**src/rtl/instruction_loader_pkg.sv**
```systemverilog
// Shared constants for the debug-path instruction loader.
// The fetch stage uses the same default memory depth.
package instruction_loader_pkg;

  localparam logic [31:0] HALT_WORD_DEF = 32'hFFFF_FFFF;
  localparam int MAX_INSTRUCTION_DEF = 64;

  localparam logic [1:0] ST_IDLE = 2'd0;
  localparam logic [1:0] ST_LOAD = 2'd1;
  localparam logic [1:0] ST_DONE = 2'd2;

endpackage

```
**src/rtl/instruction_loader_if.sv**
```systemverilog
// Byte stream in, instruction-memory write port out.
// The slave side belongs to the loader.
interface instruction_loader_if #(
  parameter int SIZE       = 32,
  parameter int ADDR_WIDTH = 6
);

  logic                  i_byte_valid;
  logic [7:0]            i_byte;
  logic                  o_inst_write_enable;
  logic [ADDR_WIDTH-1:0] o_write_addr;
  logic [SIZE-1:0]       o_write_data;

  modport master (
    output i_byte_valid,
    output i_byte,
    input  o_inst_write_enable,
    input  o_write_addr,
    input  o_write_data
  );

  modport slave (
    input  i_byte_valid,
    input  i_byte,
    output o_inst_write_enable,
    output o_write_addr,
    output o_write_data
  );

endinterface

```
**src/rtl/instruction_loader_word_assembler.sv**
```systemverilog
// Packs bytes MSB-first into a word.
// Flags the completed word for one cycle.
module word_assembler #(
  parameter int SIZE = 32
) (
  input  logic            i_clk,
  input  logic            i_rst,
  input  logic            i_en,
  input  logic            i_clr,
  input  logic            i_byte_valid,
  input  logic [7:0]      i_byte,
  output logic            o_last,
  output logic            o_word_valid,
  output logic [SIZE-1:0] o_word
);

  localparam int NB = SIZE / 8;
  localparam int KW = (NB > 1) ? $clog2(NB) : 1;

  logic [KW-1:0]   r_k;
  logic [SIZE-1:0] r_shift;
  logic [SIZE-1:0] r_word;
  logic            r_valid;
  logic            w_take;
  logic [SIZE-1:0] w_next;

  assign w_take = i_en && i_byte_valid;
  assign o_last = w_take && (r_k == KW'(NB - 1));

  always_comb begin
    w_next = r_shift;
    w_next[SIZE-1-8*int'(r_k) -: 8] = i_byte;
  end

  always_ff @(posedge i_clk) begin
    if (i_rst) begin
      r_k     <= '0;
      r_shift <= '0;
      r_word  <= '0;
      r_valid <= 1'b0;
    end else begin
      r_valid <= o_last;
      if (i_clr) begin
        r_k <= '0;
      end else if (w_take) begin
        r_shift <= w_next;
        r_k     <= o_last ? '0 : r_k + 1'b1;
        if (o_last) r_word <= w_next;
      end
    end
  end

  assign o_word_valid = r_valid;
  assign o_word       = r_word;

endmodule

```
**src/rtl/instruction_loader.sv**
```systemverilog
// Debug-path writer for the fetch-stage instruction memory.
// Loads words until HALT or until memory is full.
module instruction_loader
  import instruction_loader_pkg::*;
#(
  parameter int SIZE            = 32,
  parameter int MAX_INSTRUCTION = MAX_INSTRUCTION_DEF,
  parameter int ADDR_WIDTH      = $clog2(MAX_INSTRUCTION),
  parameter logic [SIZE-1:0] HALT_WORD = SIZE'(HALT_WORD_DEF)
) (
  input  logic                  i_clk,
  input  logic                  i_rst,
  input  logic                  i_start,
  instruction_loader_if.slave   io_bus,
  output logic                  o_busy,
  output logic                  o_done,
  output logic                  o_overflow,
  output logic [ADDR_WIDTH:0]   o_word_count
);

  localparam logic [ADDR_WIDTH:0] CNT_MAX =
    (ADDR_WIDTH+1)'(MAX_INSTRUCTION);

  logic [1:0]            r_state;
  logic [ADDR_WIDTH:0]   r_count;
  logic [ADDR_WIDTH-1:0] r_addr;
  logic                  r_ov;

  logic                  w_en;
  logic                  w_clr;
  logic                  w_last;
  logic                  w_word_valid;
  logic [SIZE-1:0]       w_word;

  assign w_en  = (r_state == ST_LOAD);
  assign w_clr = i_start &&
                 ((r_state == ST_IDLE) || (r_state == ST_DONE));

  word_assembler #(.SIZE(SIZE)) u_asm (
    .i_clk        (i_clk),
    .i_rst        (i_rst),
    .i_en         (w_en),
    .i_clr        (w_clr),
    .i_byte_valid (io_bus.i_byte_valid),
    .i_byte       (io_bus.i_byte),
    .o_last       (w_last),
    .o_word_valid (w_word_valid),
    .o_word       (w_word)
  );

  // Address is latched with the 4th byte so it is stable
  // for the whole strobe cycle while the count moves on.
  always_ff @(posedge i_clk) begin
    if (i_rst) begin
      r_state <= ST_IDLE;
      r_count <= '0;
      r_addr  <= '0;
      r_ov    <= 1'b0;
    end else begin
      unique case (r_state)
        ST_IDLE, ST_DONE: begin
          if (i_start) begin
            r_state <= ST_LOAD;
            r_count <= '0;
            r_addr  <= '0;
            r_ov    <= 1'b0;
          end
        end
        ST_LOAD: begin
          if (w_last) begin
            r_addr  <= r_count[ADDR_WIDTH-1:0];
            r_count <= r_count + 1'b1;
          end
          if (w_word_valid) begin
            if (w_word == HALT_WORD) begin
              r_state <= ST_DONE;
            end else if (r_count == CNT_MAX) begin
              r_state <= ST_DONE;
              r_ov    <= 1'b1;
            end
          end
        end
        default: r_state <= ST_IDLE;
      endcase
    end
  end

  assign io_bus.o_inst_write_enable = w_word_valid;
  assign io_bus.o_write_addr        = r_addr;
  assign io_bus.o_write_data        = w_word;

  assign o_busy       = (r_state == ST_LOAD);
  assign o_done       = (r_state == ST_DONE);
  assign o_overflow   = r_ov;
  assign o_word_count = r_count;

endmodule

```
**src/flat_wrapper.sv**
```systemverilog
// flat-port wrapper written by rule: the top's interface ports become plain ports
module instruction_loader_flat import instruction_loader_pkg::*;
#(
  parameter int SIZE            = 32,
  parameter int MAX_INSTRUCTION = MAX_INSTRUCTION_DEF,
  parameter int ADDR_WIDTH      = $clog2(MAX_INSTRUCTION),
  parameter logic [SIZE-1:0] HALT_WORD = SIZE'(HALT_WORD_DEF)
)
  (i_clk, i_rst, i_start, o_busy, o_done, o_overflow, o_word_count, io_bus_i_byte_valid, io_bus_i_byte, io_bus_o_inst_write_enable, io_bus_o_write_addr, io_bus_o_write_data);
  instruction_loader_if #(.SIZE(SIZE), .ADDR_WIDTH(ADDR_WIDTH)) io_bus_i ();
  input  logic i_clk;
  input  logic i_rst;
  input  logic i_start;
  output logic o_busy;
  output logic o_done;
  output logic o_overflow;
  output logic [ADDR_WIDTH:0] o_word_count;
  input wire logic [$bits(io_bus_i.i_byte_valid)-1:0] io_bus_i_byte_valid;
  input wire logic [$bits(io_bus_i.i_byte)-1:0] io_bus_i_byte;
  output wire logic [$bits(io_bus_i.o_inst_write_enable)-1:0] io_bus_o_inst_write_enable;
  output wire logic [$bits(io_bus_i.o_write_addr)-1:0] io_bus_o_write_addr;
  output wire logic [$bits(io_bus_i.o_write_data)-1:0] io_bus_o_write_data;
  assign io_bus_i.i_byte_valid = io_bus_i_byte_valid;
  assign io_bus_i.i_byte = io_bus_i_byte;
  assign io_bus_o_inst_write_enable = io_bus_i.o_inst_write_enable;
  assign io_bus_o_write_addr = io_bus_i.o_write_addr;
  assign io_bus_o_write_data = io_bus_i.o_write_data;
  instruction_loader #(.SIZE(SIZE), .MAX_INSTRUCTION(MAX_INSTRUCTION), .ADDR_WIDTH(ADDR_WIDTH), .HALT_WORD(HALT_WORD)) u_core (.i_clk(i_clk), .i_rst(i_rst), .i_start(i_start), .io_bus(io_bus_i), .o_busy(o_busy), .o_done(o_done), .o_overflow(o_overflow), .o_word_count(o_word_count));
endmodule
```
**config.mk**
```make
export PLATFORM = sky130hd
export DESIGN_NAME = instruction_loader_flat
export DESIGN_NICKNAME = d
export VERILOG_FILES = /design/src/rtl/instruction_loader_pkg.sv /design/src/rtl/instruction_loader_if.sv /design/src/rtl/instruction_loader_word_assembler.sv /design/src/rtl/instruction_loader.sv /design/src/flat_wrapper.sv
export SDC_FILE = /design/constraint.sdc
export NUM_CORES = 1
export LEC_CHECK = 0
export BUFFER_PORTS_ARGS = -buffer_cell sky130_fd_sc_hd__buf_2
export CAP_MARGIN = 20
export CELL_PAD_IN_SITES_DETAIL_PLACEMENT = 0
export CELL_PAD_IN_SITES_GLOBAL_PLACEMENT = 2
export CORE_MARGIN = 2
export CORE_UTILIZATION = 32
export DETAILED_ROUTE_END_ITERATION = 16
export GPL_TIMING_DRIVEN = 0
export PLACE_DENSITY_LB_ADDON = 0.1
export SLEW_MARGIN = 0
export SYNTH_ARGS = -nofsm -noshare
export SYNTH_HDL_FRONTEND = slang
export SYNTH_SLANG_ARGS = --single-unit
```
**constraint.sdc**
```tcl
create_clock -name i_clk -period 1.9 [get_ports i_clk]
set_input_delay 0 -clock i_clk [delete_from_list [all_inputs] [get_ports i_clk]]
set_output_delay 0 -clock i_clk [all_outputs]
set_load 0.01 [all_outputs]
```
==> results of run 1 <==
[routing by layer]
layer	share of wire, %	global-route usage [%]	wire [um]
met1	49	26.6	4850
met2	47	30.8	4590
met3	2.8	3.02	270
met4	1.2	6.68	113
met5	0	0	0
[power groups by stage]
stage	Combinational [W]	Clock, W	Sequential [W]
after floorplan	0.000145	0	0.00165
after global placement	0.000228	0	0.00166
after detailed placement	0.000228	0	0.00166
after CTS	0.000243	0.00158	0.00162
after global routing	0.000273	0.00165	0.00163
final	0.000248	0.00154	0.00162
[cells in the final DEF (no fill, tap or decap), types with 4 or more instances in the layout]
master,Yosys,final
nor3_1,6,6
nor2b_1,18,18
buf_2,8,68
buf_6,4,4
a22oi_1,9,9
inv_1,7,7
nor2_1,63,63
clkbuf_1,8,8
dlygate4sd3_1,0,9
ha_1,6,4
a211oi_1,34,34
xor2_1,5,5
nand2_1,26,26
a221oi_1,6,6
nand4_1,8,8
nand3_1,7,7
a21oi_1,35,34
dfxtp_1,75,74
clkbuf_8,0,11
[cells in the mapped netlist (all sizes together), types with 3 or more instances]
master | n | area share [%]
nor3 | 7 | 1.5
xor2 | 5 | 1.4
inv | 7 | 0.83
nand4 | 8 | 1.6
nand2 | 26 | 3.1
a221oi | 6 | 1.7
nor2b | 18 | 3.6
clkbuf | 8 | 0.95
a211oi | 37 | 9.3
a21oi | 35 | 5.5
o2111ai | 3 | 0.83
buf | 15 | 3.3
nor2 | 63 | 7.5
a22oi | 9 | 2.1
and3 | 3 | 0.59
ha | 6 | 2.4
dfxtp | 75 | 48
nand3 | 7 | 1.1
[worst max-delay path by stage]
| stage | to | depth (start not counted) | from |
|---|---|---|---|
| finish | u_core.o_overflow$_SDFFE_PP0P_ | 4 | u_core.u_asm.o_word[22]$_SDFFE_PP0P_ |
| global route | u_core.u_asm.r_shift[19]$_SDFFE_PP0P_ | 6 | u_core.u_asm.r_k[1]$_SDFFE_PP0P_ |
| CTS | u_core.u_asm.r_shift[28]$_SDFFE_PP0P_ | 7 | u_core.u_asm.r_k[1]$_SDFFE_PP0P_ |
| detailed placement | u_core.u_asm.r_shift[29]$_SDFFE_PP0P_ | 7 | u_core.u_asm.r_k[1]$_SDFFE_PP0P_ |
| global placement | u_core.u_asm.r_shift[29]$_SDFFE_PP0P_ | 7 | u_core.u_asm.r_k[0]$_SDFFE_PP0P_ |
| floorplan | u_core.u_asm.r_shift[25]$_SDFFE_PP0P_ | 7 | u_core.u_asm.r_k[0]$_SDFFE_PP0P_ |
[flip-flops by register name, summed over array words and instances (netlist names)]
register / flops
u_core.r_state: 2
u_core.u_asm.o_word: 32
u_core.u_asm.r_shift: 24
u_core.o_overflow: 1
u_core.io_bus.o_write_addr: 6
u_core.u_asm.o_word_valid: 1
u_core.u_asm.r_k: 2
u_core.o_word_count: 7
[area by class of cell]
class	instances	area (sq um)
multi-input combinational	252	1520
clock inverter	4	97.6
clock buffer	11	151
inverter	8	30.0
tap	133	166
timing repair buffer	70	398
sequential	75	1500
buffer	23	134
fill	1011	5690
[stage by stage]
stage	instances	TNS, ps	utilization [%]	cell area, sq um	hold slack, ps
floorplan	358	0	-	3160	136
global route	576	-3.61	41.3	4000	83.2
detailed placement	551	0	37.4	3620	324
global placement	551	0	37.4	3620	323
finish	576	0	41.3	4000	54.8
CTS	575	0	40.9	3960	30.2
[worst register-to-register path, cell delays in order, from the launching register on]
cell and delay, ps:
dfxtp_1 370, nand4_1 180, nor4_1 640, a21oi_1 200, a32o_1 300
[timing repair]
| item | CTS | global route |
|---|---|---|
| setup endpoints to repair | 0 | 39 |
| hold buffers | 9 | 0 |
| hold endpoints to repair | 9 | 0 |
| setup buffers | 0 | 1 |
| gates resized for setup | 0 | 6 |
[logic make-up (layout without fill, tap and decap cells)]
kind of cell	count (synthesis)	in the layout	share of synthesized area, %
simple gates	146	146	22.9
fa+ha+maj	6	6	2.38
xor+xnor	5	5	1.39
flops	75	75	47.6
compound gates	95	95	20.6
buf+inv	31	116	5.19
==> flow_metrics.py, run 1 <==
metrics = {
    "status": {
        "status": "finished clean",
    },
    "sta": {
        "tightest_slew_ps": 716,
        "period_share_pct": 94.6,
        "drv_slew": 0,
        "slew_headroom_pct": 51.8,
        "setup_viol": 0,
        "layout_setup_ws_ps": 102,
        "period_needed_ps": 1800,
        "finClkSkew_ps": 11.3,
        "hold_violations": 0,
        "max_freq_mhz": 556,
    },
    "drt": {
        "dr.pass1.iters": 4,
        "viasPerCell": 4.98,
        "route.antenna.remaining_nets": 0,
        "routed_wirelength_um": 9820,
        "vias": 2870,
        "wl_per_cell_um": 17.0,
        "drt_iter0_drc": 105,
        "drc": 0,
    },
    "worst_hold_path": {
        "hold_end": "u_core.r_state[1]$_SDFFE_PP0P_",
        "hold_class": "in -> reg",
        "worstHoldStart": "i_start",
        "min_path_cells": 4,
    },
    "layout": {
        "syn2layout_area_growth_pct": 26.6,
        "fin_nets": 457,
        "antenna_cells": 0,
        "drive_gt1_share_pct": 22.8,
    },
    "global_route": {
        "grt_pass1_vias": 2708,
        "grt_pass1_wl_um": 15200,
        "antenna_found_initial": 0,
        "grt_use_total_pct": 19.3,
        "grt-ovfl-total": 0,
        "grt_max_degree": 13,
    },
    "die": {
        "die_w_um": 103,
        "die_y_um": 103,
        "start_util_pct": 32.6,
        "rows": 36,
        "core_sq_um": 9680,
        "ios": 61,
        "die-area_sq_um": 10700,
    },
    "pwr": {
        "combPwrFrac_pct": 7.3,
        "p_seq_share_pct": 47.6,
        "power_density_nw_per_um2": 852,
        "internal_power_w": 0.00263,
        "p_switching_w": 0.000777,
        "ir_drop_mv": 0.305,
        "p_leak_nw": 1.61,
        "clockPowerShare_pct": 45.1,
        "power_w": 0.00341,
        "swShare_pct": 22.8,
    },
    "clock_network": {
        "root_buffer": "clkbuf_8",
        "cts_buffers": 9,
        "cts.sinks": 75,
        "htreeDepth": 3,
        "clk_latency_ps": 350,
        "cts_tree": "yes",
        "clockBufferDepth": 2,
        "clkTransAtPathRegs_ps": 80,
    },
    "yosys": {
        "synth_area_sq_um": 3160,
        "seq_area_frac_synth_pct": 47.6,
        "async_reset_ff_share_pct": 0,
        "yosysUniqueCellTypes": 39,
        "synth.net_count": 376,
        "syn_avg_cell_area_sq_um": 8.82,
        "synth_seq_cells": 75,
        "synth_edf_count": 0,
        "synth_flop_cell": "dfxtp_1",
        "synthCells": 358,
        "yosysWarnings": 0,
    },
    "setup_path": {
        "r2r_cells": 4,
        "cp-end-kind": "flop",
        "r2r-start": "u_core.u_asm.o_word[22]$_SDFFE_PP0P_",
        "worstPathArrival_ps": 2030,
        "crit_buf_inv": 0,
        "cpPeakStageDelay_ps": 640,
        "path_cells": "nand4_1 -> nor4_1 -> a21oi_1 -> a32o_1",
        "slowest_stage": "nor4_1",
        "required_ps": 2130,
        "critPathKind": "reg -> reg",
        "cpLargestDelayFamily": "simple AND/OR/NAND/NOR gates",
        "r2r-end": "u_core.o_overflow$_SDFFE_PP0P_",
        "reg2reg_slack_ps": 100,
        "start_kind": "flop",
        "cp_max_fo": 3,
    },
    "place": {
        "place_ws_ps": 22.4,
        "port_buffers": 60,
        "dpl.hpwl_um": 6800,
        "gp_congestion": 0.766,
    },
    "job": {
        "max_cap_violations": 0,
    },
}
Power figures use the tool's default switching activity.
==> run 2: changes to the inputs <==
--- a/config.mk
+++ b/config.mk
@@ -14,6 +14,7 @@
 export DETAILED_ROUTE_END_ITERATION = 16
 export GPL_TIMING_DRIVEN = 0
 export PLACE_DENSITY_LB_ADDON = 0.1
+export RECOVER_POWER = 25
 export SLEW_MARGIN = 0
 export SYNTH_ARGS = -nofsm -noshare
 export SYNTH_HDL_FRONTEND = slang
==> flow_metrics.py, run 2 (synthesis gave the netlist of run 1 again) <==
metrics = {
    "die": {
        "start_util_pct": 32.6,
        "die_w_um": 103,
        "ios": 61,
        "die-area_sq_um": 10700,
        "core_sq_um": 9680,
        "rows": 36,
        "die_y_um": 103,
    },
    "clock_network": {
        "clockBufferDepth": 2,
        "htreeDepth": 3,
        "cts_tree": "yes",
        "cts.sinks": 75,
        "cts_buffers": 9,
        "clk_latency_ps": 350,
        "clkTransAtPathRegs_ps": 80,
        "root_buffer": "clkbuf_8",
    },
    "worst_hold_path": {
        "hold_class": "in -> reg",
        "min_path_cells": 4,
    },
    "global_route": {
        "grt_pass1_wl_um": 15200,
        "grt_use_total_pct": 19.3,
        "grt-ovfl-total": 0,
        "grt_pass1_vias": 2708,
        "grt_max_degree": 13,
        "antenna_found_initial": 0,
    },
    "place": {
        "dp.cells": 551,
        "dpl.hpwl_um": 6800,
        "port_buffers": 60,
        "gp_congestion": 0.766,
    },
    "sta": {
        "finClkSkew_ps": 11.3,
        "max_freq_mhz": 557,
        "setup_viol": 0,
        "period_share_pct": 94.5,
        "period_needed_ps": 1800,
        "drv_slew": 0,
        "tightest_slew_ps": 717,
        "hold_violations": 0,
        "slew_headroom_pct": 51.7,
    },
    "setup_path": {
        "required_ps": 2130,
        "worstPathArrival_ps": 2030,
        "cp-end-kind": "flop",
        "start_kind": "flop",
        "cp_max_fo": 3,
        "critPathKind": "reg -> reg",
        "r2r_cells": 4,
    },
    "layout": {
        "fin_nets": 457,
        "largest_reg_flops": 32,
        "multiInputGateArea_sq_um": 1520,
        "antenna_cells": 0,
        "final_util_pct": 40.9,
        "drive_gt1_share_pct": 16.0,
        "fin_cells": 576,
        "ff_latch_area_sq_um": 1500,
        "fillers": 1026,
        "syn2layout_area_growth_pct": 25.4,
        "final_cell_mix": "74 x dfxtp_1, 63 x nor2_1, 38 x buf_2, 38 x clkbuf_1",
        "final_common_cell": "dfxtp_1",
    },
    "pwr": {
        "internal_power_w": 0.00263,
        "clockPowerShare_pct": 45.1,
        "p_seq_share_pct": 47.6,
        "p_switching_w": 0.000776,
        "swShare_pct": 22.8,
        "p_leak_nw": 1.47,
        "combPwrFrac_pct": 7.3,
        "power_density_nw_per_um2": 860,
        "ir_drop_mv": 0.305,
    },
    "drt": {
        "dr.pass1.iters": 4,
        "route.antenna.remaining_nets": 0,
        "drc": 0,
        "viasPerCell": 4.99,
        "wl_per_cell_um": 17.0,
        "drt_iter0_drc": 97,
        "vias": 2872,
        "routed_wirelength_um": 9820,
    },
    "job": {
        "max_cap_violations": 0,
    },
    "status": {
        "status": "finished clean",
    },
}
-- run 2: critical path, cell delays in order, from the launching register on --
cell	delay, ps
dfxtp_1	380
nand4_1	170
nor4_1	640
a21oi_1	200
a32o_1	300
-- run 2: path summary, 6_finish.rpt --
check	startpoint	to	slack [ps]
max	u_core.u_asm.o_word[22]$_SDFFE_PP0P_	u_core.o_overflow$_SDFFE_PP0P_	100
min	i_start	u_core.r_state[1]$_SDFFE_PP0P_	60
max reg2reg	u_core.u_asm.o_word[22]$_SDFFE_PP0P_	u_core.o_overflow$_SDFFE_PP0P_	100
min reg2reg	u_core.io_bus.o_write_addr[4]$_SDFFE_PP0P_	u_core.io_bus.o_write_addr[4]$_SDFFE_PP0P_	460
-- run 2: timing repair --
action,in CTS,in global routing
endpoints found under the setup margin,0,39
hold buffers,9,0
resized for setup,0,6
endpoints found under the hold margin,9,0
buffers inserted,0,1
-- run 2: layout make-up --
class | count | share of cell area, %
Timing Repair Buffer | 70 | 9.11
Inverter | 8 | 0.759
Multi-Input combinational cell | 252 | 38.3
Buffer | 23 | 3.38
Clock inverter | 4 | 2.47
Tap cell | 133 | 4.20
Sequential cell | 75 | 38.0
Clock buffer | 11 | 3.83
-- run 2: per-stage QoR --
stage | power [W] | setup TNS, ps | hold WS, ps | instance area [sq um] | worst slack (ps)
global placement | 0.00188 | 0 | 323 | 3620 | 35.4
CTS | 0.00344 | 0 | 30.2 | 3960 | 9.63
floorplan | 0.00180 | 0 | 136 | 3160 | 352
global route | 0.00355 | -3.61 | 83.2 | 3960 | -3.61
finish | 0.00340 | 0 | 55.3 | 3960 | 104
detailed placement | 0.00188 | 0 | 324 | 3620 | 22.4
-- run 2: per-layer routing --
| layer | up-vias | track usage (%) | share of wire [%] |
|---|---|---|---|
| met3 | 9 | 3.02 | 3.3 |
| met5 | - | 0 | 0 |
| met2 | 61 | 30.8 | 47 |
| met4 | 0 | 6.68 | 1.2 |
| li1 | 1435 | - | - |
| met1 | 1367 | 26.6 | 49 |
-- run 2: power by group through the flow --
| stage | Clock (W) | Combinational, W | Sequential [W] |
|---|---|---|---|
| 4_1_cts | 0.00158 | 0.000243 | 0.00162 |
| 3_5_place_dp | 0 | 0.000228 | 0.00166 |
| 6_report | 0.00154 | 0.000248 | 0.00162 |
| 2_1_floorplan | 0 | 0.000145 | 0.00165 |
| 5_1_grt | 0.00165 | 0.000273 | 0.00163 |
| 3_3_place_gp | 0 | 0.000228 | 0.00166 |
==> run 3: changes to the inputs <==
--- a/config.mk
+++ b/config.mk
@@ -9,8 +9,9 @@
 export CAP_MARGIN = 20
 export CELL_PAD_IN_SITES_DETAIL_PLACEMENT = 0
 export CELL_PAD_IN_SITES_GLOBAL_PLACEMENT = 2
-export CORE_MARGIN = 2
+export CORE_MARGIN = 4
 export CORE_UTILIZATION = 32
+export CTS_BUF_LIST = sky130_fd_sc_hd__clkbuf_16
 export DETAILED_ROUTE_END_ITERATION = 16
 export GPL_TIMING_DRIVEN = 0
 export PLACE_DENSITY_LB_ADDON = 0.1
==> flow_metrics.py, run 3 (synthesis gave the netlist of run 1 again) <==
metrics = {
    "die": {
        "core_sq_um": 9420,
        "die-area_sq_um": 11500,
        "die_w_um": 107,
        "start_util_pct": 33.5,
        "die_y_um": 107,
        "rows": 35,
        "ios": 61,
    },
    "sta": {
        "tightest_slew_ps": 651,
        "hold_slack_ps": 16.0,
        "rsz0062_at_grt": "false",
        "slew_headroom_pct": 56.2,
        "finClkSkew_ps": 4.01,
        "period_needed_ps": 1810,
        "layout_setup_ws_ps": 94.7,
        "period_share_pct": 95.0,
        "hold_violations": 0,
        "drv_slew": 0,
        "setup_viol": 0,
        "fin_setup_tns_ps": 0,
        "max_freq_mhz": 554,
    },
    "layout": {
        "final_cell_mix": "74 x dfxtp_1, 63 x nor2_1, 39 x clkbuf_1",
        "largest_reg_flops": 32,
        "multiInputGateArea_sq_um": 1530,
        "fillers": 961,
        "final_area_sq_um": 4030,
        "antenna_cells": 0,
        "fin_nets": 455,
        "ff_latch_area_sq_um": 1500,
        "drive_gt1_share_pct": 16.1,
        "syn2layout_area_growth_pct": 27.7,
        "final_common_cell": "dfxtp_1",
    },
    "global_route": {
        "grt_use_total_pct": 17.7,
        "grt-ovfl-total": 0,
        "antenna_found_initial": 0,
        "grt_max_degree": 13,
        "grt_pass1_vias": 2705,
        "grt_pass1_wl_um": 15500,
    },
    "clock_network": {
        "clk_latency_ps": 330,
        "cts.sinks": 75,
        "cts_buffers": 9,
        "clkTransAtPathRegs_ps": 60,
        "cts_tree": "yes",
        "root_buffer": "clkbuf_16",
        "clockBufferDepth": 2,
        "htreeDepth": 3,
    },
    "setup_path": {
        "cp_max_fo": 5,
        "slowest_stage": "dfxtp_1",
        "critPathKind": "reg -> reg",
        "worstSetupStartpoint": "u_core.u_asm.r_k[1]$_SDFFE_PP0P_",
        "r2r-start": "u_core.u_asm.r_k[1]$_SDFFE_PP0P_",
        "r2r-end": "u_core.u_asm.o_word[29]$_SDFFE_PP0P_",
        "reg2reg_slack_ps": 90,
        "r2r_cells": 6,
        "crit_path_end": "u_core.u_asm.o_word[29]$_SDFFE_PP0P_",
        "crit_buf_inv": 2,
        "worstPathArrival_ps": 2000,
        "critical_path_depth": 6,
        "start_kind": "flop",
        "cp-end-kind": "flop",
        "path_cells": "inv_1 -> ha_1 -> nor3b_4 -> buf_4 -> a221oi_1 -> nor3_1",
        "cpLargestDelayFamily": "flip-flops",
        "required_ps": 2090,
        "cpPeakStageDelay_ps": 470,
    },
    "place": {
        "port_buffers": 60,
        "gp_congestion": 0.770,
        "placed_area_sq_um": 3620,
        "dpl.hpwl_um": 7070,
        "place_ws_ps": 33.2,
    },
    "pwr": {
        "combPwrFrac_pct": 6.5,
        "p_seq_share_pct": 42.8,
        "swShare_pct": 21.9,
        "p_leak_nw": 1.50,
        "clockPowerShare_pct": 50.7,
        "ir_drop_mv": 0.495,
        "power_density_nw_per_um2": 941,
        "internal_power_w": 0.00296,
        "p_switching_w": 0.000832,
    },
    "status": {
        "status": "finished clean",
    },
    "worst_hold_path": {
        "hold_class": "in -> reg",
    },
    "job": {
        "max_cap_violations": 0,
    },
    "drt": {
        "routed_wirelength_um": 9940,
        "vias": 2893,
        "viasPerCell": 5.07,
        "dr.pass1.iters": 4,
        "drt_iter0_drc": 134,
        "route.antenna.remaining_nets": 0,
        "drc": 0,
        "wl_per_cell_um": 17.4,
    },
}
## run 3: how the worst min path moves through the flow
stage / end / slack (ps) / cells after the start / start
6_report: u_core.u_asm.o_word[1]$_SDFFE_PP0P_ / 20 / 3 / io_bus_i_byte[1]
5_1_grt: u_core.u_asm.o_word[4]$_SDFFE_PP0P_ / 20 / 3 / io_bus_i_byte[4]
4_1_cts: u_core.u_asm.o_word[4]$_SDFFE_PP0P_ / 2 / 3 / io_bus_i_byte[4]
3_5_place_dp: u_core.u_asm.o_word[5]$_SDFFE_PP0P_ / 320 / 3 / io_bus_i_byte[5]
3_3_place_gp: u_core.u_asm.o_word[5]$_SDFFE_PP0P_ / 310 / 3 / io_bus_i_byte[5]
2_1_floorplan: u_core.u_asm.o_word[6]$_SDFFE_PP0P_ / 140 / 2 / io_bus_i_byte[6]
## run 3: stage by stage
step	total power, W	util, %	cells
floorplan	0.00180	-	358
global placement	0.00188	38.4	547
detailed placement	0.00188	38.4	547
CTS	0.00382	42.6	569
global route	0.00392	42.8	571
finish	0.00379	42.8	571
## run 3: power groups by stage
stage | clock [W] | sequential (W) | combinational [W]
global route | 0.00202 | 0.00163 | 0.000274
detailed placement | 0 | 0.00166 | 0.000227
floorplan | 0 | 0.00165 | 0.000145
CTS | 0.00196 | 0.00162 | 0.000237
finish | 0.00192 | 0.00162 | 0.000245
global placement | 0 | 0.00166 | 0.000227
## run 3: what timing repair did
item / CTS / global route
hold buffers: 6 / 0
resized for setup: 0 / 9
setup endpoints to repair: 0 / 42
setup buffers: 0 / 2
endpoints found under the hold margin: 6 / 0
## run 3: layout make-up
| class | count | area share, % |
|---|---|---|
| Inverter | 8 | 0.745 |
| Clock inverter | 7 | 2.70 |
| Multi-Input combinational cell | 252 | 38.0 |
| Tap cell | 129 | 4.00 |
| Sequential cell | 75 | 37.3 |
| Clock buffer | 9 | 5.59 |
| Buffer | 23 | 3.32 |
| Timing Repair Buffer | 68 | 8.35 |
## run 3: metal layers
layer	global-route usage, %	up-vias	part of all wire (%)
li1	-	1443	-
met1	25.5	1388	51
met2	26.4	57	45
met3	5.40	5	3.8
met4	3.01	0	0.53
met5	0	-	0
## run 3: tightest hold or removal path: cells and delay by family
kind / cells / cell delay [ps]
AOI/OAI and AO/OA: 1 / 50
buffers and inverters: 1 / 170
and+or+nand+nor: 1 / 70
